<file path="src/rtl/lrg_arb_pkg.sv">
// lrg_arb_pkg: shared FSM state, width helper and triangle-matrix helpers for the LRG arbiter
package lrg_arb_pkg;
  typedef enum logic {ARB_IDLE, ARB_HOLD} arb_state_e;
  localparam int MAX_PAIRS = 120;
  function automatic int clog2w(input int n);
    int w;
    w = 1;
    while ((1 << w) < n) w++;
    return w;
  endfunction
  // Position of pair (i,j), i<j, in the flattened upper triangle
  function automatic int tri_idx(input int i, input int j, input int n);
    return i * (2 * n - i - 1) / 2 + j - i - 1;
  endfunction
  function automatic logic [MAX_PAIRS-1:0] rst_matrix(input int n);
    rst_matrix = '0;
    for (int k = 0; k < n * (n - 1) / 2; k++) rst_matrix[k] = 1'b1;
  endfunction
endpackage

</file>
<file path="src/rtl/lrg_matrix_arbiter_if.sv">
// lrg_matrix_arbiter_if: requestor/downstream bundle; master drives requests, slave is the arbiter
interface lrg_matrix_arbiter_if #(parameter int NUM_REQ = 4, parameter int NUM_LEVELS = 4);
  import lrg_arb_pkg::*;
  localparam int LEVEL_W = clog2w(NUM_LEVELS);
  localparam int IDX_W = clog2w(NUM_REQ);
  logic [NUM_REQ-1:0] req;
  logic [NUM_REQ*LEVEL_W-1:0] req_level;
  logic [NUM_REQ-1:0] req_last;
  logic ready;
  logic [NUM_REQ-1:0] grant;
  logic [IDX_W-1:0] grant_idx;
  logic grant_valid;
  logic timeout;
  modport master(output req, req_level, req_last, ready, input grant, grant_idx, grant_valid, timeout);
  modport slave(input req, req_level, req_last, ready, output grant, grant_idx, grant_valid, timeout);
endinterface

</file>
<file path="src/rtl/lrg_arb_pick.sv">
// lrg_arb_pick: combinational winner among unmasked requests at the highest active level
module lrg_arb_pick
  import lrg_arb_pkg::*;
#(
  parameter int NUM_REQ = 4,
  parameter int LEVEL_W = 2,
  parameter int IDX_W = 2,
  parameter int NUM_PAIRS = 6
) (
  input  logic [NUM_REQ-1:0]         req_i,
  input  logic [NUM_REQ*LEVEL_W-1:0] req_level_i,
  input  logic [NUM_PAIRS-1:0]       prio_i,
  input  logic [NUM_REQ-1:0]         mask_i,
  output logic [NUM_REQ-1:0]         win_o,
  output logic [IDX_W-1:0]           idx_o
);
  logic [NUM_REQ-1:0] act, elig;
  logic [LEVEL_W-1:0] max_lvl;
  always_comb begin
    act = req_i & ~mask_i;
    max_lvl = '0;
    for (int i = 0; i < NUM_REQ; i++)
      if (act[i] && req_level_i[i*LEVEL_W +: LEVEL_W] > max_lvl) max_lvl = req_level_i[i*LEVEL_W +: LEVEL_W];
    for (int i = 0; i < NUM_REQ; i++) elig[i] = act[i] && req_level_i[i*LEVEL_W +: LEVEL_W] == max_lvl;
    win_o = elig;
    // Winner must beat every other eligible requestor; lower triangle is the inverse of the stored bit
    for (int i = 0; i < NUM_REQ; i++)
      for (int j = 0; j < NUM_REQ; j++)
        if (j != i && elig[j])
          win_o[i] = win_o[i] & (i < j ? prio_i[tri_idx(i, j, NUM_REQ)] : ~prio_i[tri_idx(j, i, NUM_REQ)]);
    idx_o = '0;
    for (int i = 0; i < NUM_REQ; i++) if (win_o[i]) idx_o = idx_o | IDX_W'(i);
  end
endmodule

</file>
<file path="src/rtl/lrg_matrix_arbiter.sv">
// lrg_matrix_arbiter: LRG matrix arbiter with priority levels and grant lock until last beat.
// Define LRG_ARB_TIMEOUT_EN to build the MAX_HOLD watchdog that forces a release.
module lrg_matrix_arbiter
  import lrg_arb_pkg::*;
#(
  parameter int NUM_REQ = 4,
  parameter int NUM_LEVELS = 4,
  parameter int MAX_HOLD = 64
) (
  input logic clk,
  input logic reset,
  lrg_matrix_arbiter_if.slave bus
);
  localparam int LEVEL_W = clog2w(NUM_LEVELS);
  localparam int IDX_W = clog2w(NUM_REQ);
  localparam int NUM_PAIRS = NUM_REQ * (NUM_REQ - 1) / 2;
  localparam logic [NUM_PAIRS-1:0] PRIO_RST = NUM_PAIRS'(rst_matrix(NUM_REQ));
  if (NUM_REQ < 2 || NUM_REQ > 16 || NUM_LEVELS < 2 || MAX_HOLD < 1) begin : g_bad_cfg
    $error("lrg_matrix_arbiter: unsupported parameters");
  end
  arb_state_e state_q, state_d;
  logic [NUM_PAIRS-1:0] prio_q, prio_d;
  logic [NUM_REQ-1:0] grant_q, grant_d, win;
  logic [IDX_W-1:0] idx_q, idx_d, widx;
  logic valid_q, normal_rel, force_rel, release_w, load;
  assign normal_rel = state_q == ARB_HOLD && bus.ready && |(bus.req_last & grant_q);
`ifdef LRG_ARB_TIMEOUT_EN
  localparam int CNT_W = clog2w(MAX_HOLD + 1);
  logic [CNT_W-1:0] cnt_q;
  logic tmo_q;
  assign force_rel = state_q == ARB_HOLD && !normal_rel && cnt_q == CNT_W'(MAX_HOLD);
  always_ff @(posedge clk or posedge reset)
    if (reset) begin
      cnt_q <= '0;
      tmo_q <= 1'b0;
    end else begin
      cnt_q <= (load || state_q == ARB_IDLE) ? '0 : cnt_q + 1'b1;
      tmo_q <= force_rel;
    end
  assign bus.timeout = tmo_q;
`else
  assign force_rel = 1'b0;
  assign bus.timeout = 1'b0;
`endif
  assign release_w = normal_rel || force_rel;
  lrg_arb_pick #(.NUM_REQ(NUM_REQ), .LEVEL_W(LEVEL_W), .IDX_W(IDX_W), .NUM_PAIRS(NUM_PAIRS)) u_pick (
    .req_i(bus.req), .req_level_i(bus.req_level), .prio_i(prio_d), .mask_i(grant_q), .win_o(win), .idx_o(widx)
  );
  // Releasing holder drops to lowest priority; re-arbitration sees the updated matrix the same cycle
  always_comb begin
    prio_d = prio_q;
    for (int i = 0; i < NUM_REQ; i++)
      for (int j = i + 1; j < NUM_REQ; j++)
        if (release_w)
          prio_d[tri_idx(i, j, NUM_REQ)] = grant_q[j] ? 1'b1 : grant_q[i] ? 1'b0 : prio_q[tri_idx(i, j, NUM_REQ)];
    load = state_q == ARB_IDLE ? |bus.req : release_w;
    grant_d = load ? win : grant_q;
    idx_d = load ? widx : idx_q;
    state_d = load ? (|win ? ARB_HOLD : ARB_IDLE) : state_q;
  end
  always_ff @(posedge clk or posedge reset)
    if (reset) begin
      state_q <= ARB_IDLE;
      prio_q <= PRIO_RST;
      grant_q <= '0;
      idx_q <= '0;
      valid_q <= 1'b0;
    end else begin
      state_q <= state_d;
      prio_q <= prio_d;
      grant_q <= grant_d;
      idx_q <= idx_d;
      valid_q <= |grant_d;
    end
  assign bus.grant = grant_q;
  assign bus.grant_idx = idx_q;
  assign bus.grant_valid = valid_q;
endmodule

</file>
<file path="src/flat_wrapper.sv">
// flat-port wrapper written by rule: the top's interface ports become plain ports
module lrg_matrix_arbiter_flat import lrg_arb_pkg::*;
#(
  parameter int NUM_REQ = 4,
  parameter int NUM_LEVELS = 4,
  parameter int MAX_HOLD = 64
)
  (clk, reset, bus_req, bus_req_level, bus_req_last, bus_ready, bus_grant, bus_grant_idx, bus_grant_valid, bus_timeout);
  lrg_matrix_arbiter_if #(.NUM_REQ(NUM_REQ), .NUM_LEVELS(NUM_LEVELS)) bus_i ();
  input logic clk;
  input logic reset;
  input wire logic [$bits(bus_i.req)-1:0] bus_req;
  input wire logic [$bits(bus_i.req_level)-1:0] bus_req_level;
  input wire logic [$bits(bus_i.req_last)-1:0] bus_req_last;
  input wire logic [$bits(bus_i.ready)-1:0] bus_ready;
  output wire logic [$bits(bus_i.grant)-1:0] bus_grant;
  output wire logic [$bits(bus_i.grant_idx)-1:0] bus_grant_idx;
  output wire logic [$bits(bus_i.grant_valid)-1:0] bus_grant_valid;
  output wire logic [$bits(bus_i.timeout)-1:0] bus_timeout;
  assign bus_i.req = bus_req;
  assign bus_i.req_level = bus_req_level;
  assign bus_i.req_last = bus_req_last;
  assign bus_i.ready = bus_ready;
  assign bus_grant = bus_i.grant;
  assign bus_grant_idx = bus_i.grant_idx;
  assign bus_grant_valid = bus_i.grant_valid;
  assign bus_timeout = bus_i.timeout;
  lrg_matrix_arbiter #(.NUM_REQ(NUM_REQ), .NUM_LEVELS(NUM_LEVELS), .MAX_HOLD(MAX_HOLD)) u_core (.clk(clk), .reset(reset), .bus(bus_i));
endmodule
</file>
<file path="config.mk">
export PLATFORM = sky130hd
export DESIGN_NAME = lrg_matrix_arbiter_flat
export DESIGN_NICKNAME = d
export VERILOG_FILES = /design/src/rtl/lrg_arb_pkg.sv /design/src/rtl/lrg_matrix_arbiter_if.sv /design/src/rtl/lrg_arb_pick.sv /design/src/rtl/lrg_matrix_arbiter.sv /design/src/flat_wrapper.sv
export SDC_FILE = /design/constraint.sdc
export NUM_CORES = 1
export LEC_CHECK = 0
export ABC_AREA = 1
export CAP_MARGIN = 40
export CORE_MARGIN = 4
export CORE_UTILIZATION = 35
export CTS_CLUSTER_DIAMETER = 120
export DETAILED_ROUTE_END_ITERATION = 10
export PLACE_DENSITY_LB_ADDON = 0.15
export SYNTH_ARGS = -nofsm -noshare
export SYNTH_HDL_FRONTEND = slang
export SYNTH_SLANG_ARGS = --single-unit
</file>
<file path="constraint.sdc">
create_clock -name clk -period 3.8 [get_ports clk]
set_input_delay 0.76 -clock clk [delete_from_list [all_inputs] [get_ports clk]]
set_output_delay 0.76 -clock clk [all_outputs]
set_load 0.02 [all_outputs]
</file>
After elaboration in Yosys (flattened, before gate mapping)
Cells that the tools add are included.

storage, ports and cells
  register bits = 14
  input port bits = 19
  output and inout bits = 8

cells by class
  bitwise gates (word level) = 21
  order comparisons = 4
  mux-type cells = 40
  equality and inequality tests = 4
  reduce and logical (&&, ||, !) cells = 14

operators by type and width
  operator                                                                          number
  1-bit 2-to-1 mux                                                                  33
  4-bit OR reduction                                                                4
  1-bit bitwise AND                                                                 12
  2-bit 2-to-1 mux                                                                  6
  1-bit logical AND                                                                 10
  4-bit bitwise AND                                                                 2
  2-bit equality test                                                               4
  2-bit greater-than comparator                                                     3
  1-bit inverter                                                                    6
  4-bit 2-to-1 mux                                                                  1
  4-bit inverter                                                                    1
  2-bit by 1-bit greater-than comparator with 1-bit output (second input constant)  1

Depth between registers and ports, before layout
Gate-level depths: netlist of run 1.

  word-level depth = 24
  gate-level depth with buffers = 35

Hierarchy
Synthesis of run 1 repeated with hierarchy kept, for this count alone.

unflattened totals
  cell total of the unflattened synthesis = 207
  area total of the unflattened synthesis = 1351.3 um2

modules (own cells, without submodules)
  module              cells an instance  instances  area an instance (um2)  sequential area each (um2)
  lrg_arb_pick        135                1          719.4                   0.0
  lrg_matrix_arbiter  72                 1          631.9                   357.8

Worst setup path before layout of run 1
OpenSTA, ideal clock, no wires.

  path kind = input-to-reg
  start = input bus_req[0]
  end = register u_core.valid_q, in the netlist u_core.bus.grant_valid
  arrival time = 3.789 ns
  setup time = 0.119 ns
  stages on the path = 32
  slack = -0.108 ns
  path through = nand2_2 inv_2 nand2_2 ha_1 nand2_1 inv_1 nor2_4 nand3_1 and2_1 ha_1 nand2_1 inv_1 nor2_1 nand2_2 inv_2 nand2_2 nand2_1 ha_1 a21oi_1 nor2_2 inv_2 nand3_1 nand3_1 nand2_1 nor2_4 nand3_1 nand2_1 inv_1 nand2_2 nand2_2 nor2_1 nand2_1

on the way
  cells in the longest elaborated chain, start to end = 22

ends and longest elaborated chain
  what                           line                      text
  start, declared                flat_wrapper.sv:12        input wire logic [$bits(bus_i.req)-1:0] bus_req;
  4-bit bitwise AND              lrg_arb_pick.sv:20        act = req_i & ~mask_i;
  1-bit logical AND              lrg_arb_pick.sv:23        if (act[i] && req_level_i[i*LEVEL_W +: LEVEL_W] > max_lvl) max_lvl = req_level_i[i*LEVEL_W +: LEVEL_W];
  2-bit 2-to-1 mux               lrg_arb_pick.sv:23
  2-bit greater-than comparator  lrg_arb_pick.sv:23
  1-bit logical AND              lrg_arb_pick.sv:23
  2-bit 2-to-1 mux               lrg_arb_pick.sv:23
  2-bit greater-than comparator  lrg_arb_pick.sv:23
  1-bit logical AND              lrg_arb_pick.sv:23
  [... 7 more ...]               -
  1-bit 2-to-1 mux               lrg_arb_pick.sv:29        if (j != i && elig[j])
  1-bit bitwise AND              lrg_arb_pick.sv:30        win_o[i] = win_o[i] & (i < j ? prio_i[tri_idx(i, j, NUM_REQ)] : ~prio_i[tri_idx(j, i, NUM_REQ)]);
  1-bit 2-to-1 mux               lrg_arb_pick.sv:29
  1-bit bitwise AND              lrg_arb_pick.sv:30
  1-bit 2-to-1 mux               lrg_arb_pick.sv:29
  4-bit 2-to-1 mux (*)           lrg_matrix_arbiter.sv:57  grant_d = load ? win : grant_q;
  named net u_core.grant_d[3]    lrg_matrix_arbiter.sv:23  logic [NUM_REQ-1:0] grant_q, grant_d, win;
  4-bit OR reduction (*)         lrg_matrix_arbiter.sv:73  valid_q <= |grant_d;
  end signal, assigned           lrg_matrix_arbiter.sv:73
  end, declared                  lrg_matrix_arbiter.sv:25  logic valid_q, normal_rel, force_rel, release_w, load;

The timed path passes the listed nets; every way through them passes the cells marked *.
A chain may end at the register's enable or synchronous reset.

Worst setup path after layout of run 1
Same ends and word-level chain as after synthesis.

==> impl_metrics.env, run 1 <==
export IMPL_clock_sinks=14
export IMPL_drive_gt1_share_pct=52.73
export IMPL_hpwl_mm=2.845
export IMPL_violations="setup timing"
export IMPL_crit_slowest_cell="ha_4"
export IMPL_n_antenna_cell=0
export IMPL_rows=22
export IMPL_criticalPathCategory="in -> reg"
export IMPL_startpoint_type="primary input"
export IMPL_ys_warn_count=0
export IMPL_synth_xor_area_share_pct=0
export IMPL_ir_drop_mv=0.4047
export IMPL_synth_area_per_cell_um2=6.779
export IMPL_crit_path_max_incr_delay_ps=270
export IMPL_fmax_ghz=0.2523
export IMPL_mappedNetlistArea_um2=1329
export IMPL_wirelength_mm=3.887
export IMPL_postRouteAntennaNets=0
export IMPL_chipWidth_um=69.62
export IMPL_synth_top_family_by_area="simple AND/OR/NAND/NOR gates"
export IMPL_io_pins=27
export IMPL_synth_ff_type="dfrtp_1"
export IMPL_critical_path_max_fanout=7
export IMPL_grt_pass1_vias=1465
export IMPL_seq_area_frac_synth_pct=26.93
export IMPL_rsz0062_at_grt="yes"
export IMPL_instances_no_fill=304
export IMPL_die_y_um=69.62
export IMPL_place_ws_ps=-921.7
export IMPL_path_clk_slew_ps=60
export IMPL_vias=1451
export IMPL_placed_cells=288
export IMPL_worst_slack_ps=-163.6
export IMPL_cts_made_buffers=3
export IMPL_worstPathArrival_ps=4100
export IMPL_synthCells=196
export IMPL_initial_core_util_pct=36.30
export IMPL_crit_required_ps=3930
export IMPL_async_flop_share_pct=100.0
export IMPL_status="finished, violations left"
export IMPL_viasPerCell=4.773
export IMPL_antenna_found_initial=0
export IMPL_clk_latency_ps=240
export IMPL_power_leakage_nw=1.043
export IMPL_drt_iter0_drc=41
export IMPL_end_kind="flip-flop"
export IMPL_synth_fa_ha_area_share_pct=5.650
export IMPL_place_area_um2=1886
export IMPL_grt_total_usage_pct=16.32
export IMPL_cts_root_buf="clkbuf_8"
export IMPL_coreArea_um2=3661
export IMPL_min_path_type="reg -> reg"
export IMPL_cts_max_level=1
export IMPL_die_area_um2=4846
export IMPL_final_cell_area_um2=2226
export IMPL_finalHoldViolCount=0
export IMPL_skew_ps=1.454
export IMPL_holdBufCountCts=0
export IMPL_min_period_over_period_pct=104.3
export IMPL_grt_ovfl_total=0
export IMPL_fin_nets=282
export IMPL_path_common_cell="nand2_2"
export IMPL_wl_per_cell_um=12.79
export IMPL_synth_compound_area_share_pct=6.591
export IMPL_finalSetupViolations=7
export IMPL_maxCapViolations=0
export IMPL_detail_route_first_pass_iterations=4
export IMPL_grt_max_degree=15
export IMPL_tritoncts="built"
export IMPL_synthToLayoutAreaGrowth_pct=67.51
export IMPL_gp_congestion=0.9110
export IMPL_synth_edf_count=0
export IMPL_cts_buffer_depth=2
export IMPL_syn_nets=221
export IMPL_period_minus_slack_ps=3964
export IMPL_drc_errors=0
export IMPL_yosys_area_share_simple_pct=49.81
export IMPL_grt_pass1_wl_mm=6.506
export IMPL_finalMaxSlewViolations=0
export IMPL_power_density_nw_per_um2=609.4
export IMPL_synth_seq_cells=14
export IMPL_portBuffers=25
export IMPL_synthMuxAreaShare_pct=0
export IMPL_synth_distinct_cells=27
export IMPL_worstMarginPinSlew_ps=610.8
export IMPL_slew_headroom_pct=59.01
-- state kept, by name (all words and copies together), names as in the netlist --
name,flops
u_core.state_q,1
u_core.bus.grant_valid,1
u_core.bus.grant,4
u_core.bus.grant_idx,2
u_core.prio_q,6
-- through the flow --
step	utilization [%]	setup TNS, ps	total power [W]	hold slack (ps)
CTS	57.52	-13.19	0.001278	504.0
global route	60.80	-2460	0.001469	518.0
floorplan	-	-23.51	0.0008172	478.3
global placement	51.50	-6598	0.001064	502.0
finish	60.80	-630.7	0.001356	489.6
detailed placement	51.50	-6755	0.001066	477.7
-- layer usage --
layer / part of all wire, % / vias up / track usage (%)
met5: 0 / - / 0
met4: 0.21 / 0 / 1.915
met3: 3.6 / 2 / 3.768
met2: 51 / 26 / 28.18
met1: 45 / 673 / 21.34
li1: - / 750 / -
-- power breakdown --
part	internal (W)	switching, W
logic	0.000397	0.000562
clock network	0.0000741	0.0000507
registers	0.000234	0.0000388
-- path summary, 6_finish.rpt --
| path | start | end | slack [ps] | cells past startpoint |
|---|---|---|---|---|
| worst min-delay path | u_core.bus.grant_idx[0] | u_core.bus.grant_idx[0] | 490 | 2 |
| worst max register to register | u_core.bus.grant[0] | u_core.bus.grant_valid | -90 | 34 |
| min in group asynchronous | reset | u_core.bus.grant[0] | 860 | 2 |
| worst min register to register | u_core.bus.grant_idx[0] | u_core.bus.grant_idx[0] | 490 | 2 |
| worst max-delay path | bus_req[0] | u_core.bus.grant_valid | -160 | 34 |
| max in group asynchronous | reset | u_core.prio_q[5] | 2580 | 2 |
-- synth_stat cells, types with 4 or more instances --
cell,count,area share [%]
dfrtp_1,8,15
nand3b_1,4,2.3
nand3_1,21,7.9
ha_1,6,5.6
nand4_1,8,3.8
nand3_2,6,4.5
nor2_1,8,2.3
inv_2,10,2.8
nor2_2,5,2.4
inv_1,23,6.5
dfstp_2,6,12
nand2_2,14,6.6
o21ai_0,7,2.6
nand2_1,48,14
-- layout by cell type (no fill, tap or decap), drive strengths merged --
cell type / synthesis / layout
a21boi: 1 / 1
a21oi: 3 / 3
and2: 1 / 1
buf: 2 / 37
clkbuf: 0 / 4
clkdlybuf4s15: 0 / 1
clkdlybuf4s50: 0 / 19
clkinv: 0 / 1
conb: 1 / 1
dfrtp: 8 / 8
dfstp: 6 / 6
dlygate4sd2: 0 / 1
ha: 6 / 6
inv: 33 / 32
nand2: 64 / 64
nand3: 27 / 27
nand3b: 4 / 4
nand4: 8 / 8
nor2: 16 / 16
nor3: 4 / 4
o21a: 1 / 1
o21ai: 10 / 10
o21bai: 1 / 1
-- kinds of logic (layout without fill, tap and decap cells) --
| group | after synthesis | after routing |
|---|---|---|
| simple gates | 124 | 124 |
| buf+inv | 35 | 95 |
| compound gates | 16 | 16 |
| flops | 14 | 14 |
| fa+ha+maj | 6 | 6 |
| other cells | 1 | 1 |
-- timing repair --
item	4_1_cts	5_1_grt
resized for setup	48	23
gates cloned	0	0
pin swaps	36	36
endpoints found under the setup margin	8	8
setup buffers	8	4
-- critical path: cells and delay by family --
| kind | cells | cell delay, ps |
|---|---|---|
| fa+ha+maj | 3 | 800 |
| simple gates | 23 | 1890 |
| compound gates | 1 | 150 |
| buf+inv | 7 | 500 |
-- area by class of cell --
cell class / instances / area, µm²
clock buffer: 4 / 45.04
tap: 48 / 60.06
inverter: 33 / 136.4
fill: 323 / 1435
multi-input combinational: 147 / 1130
sequential: 14 / 357.8
timing repair buffer: 58 / 496.7
(Power assumes the default switching activity.)
==> run 2, diff against run 1 <==
CAP_MARGIN = default   (was 40)
==> results of run 2 <==
Same layout as run 1: the final DEF is identical, and so are final timing and power.
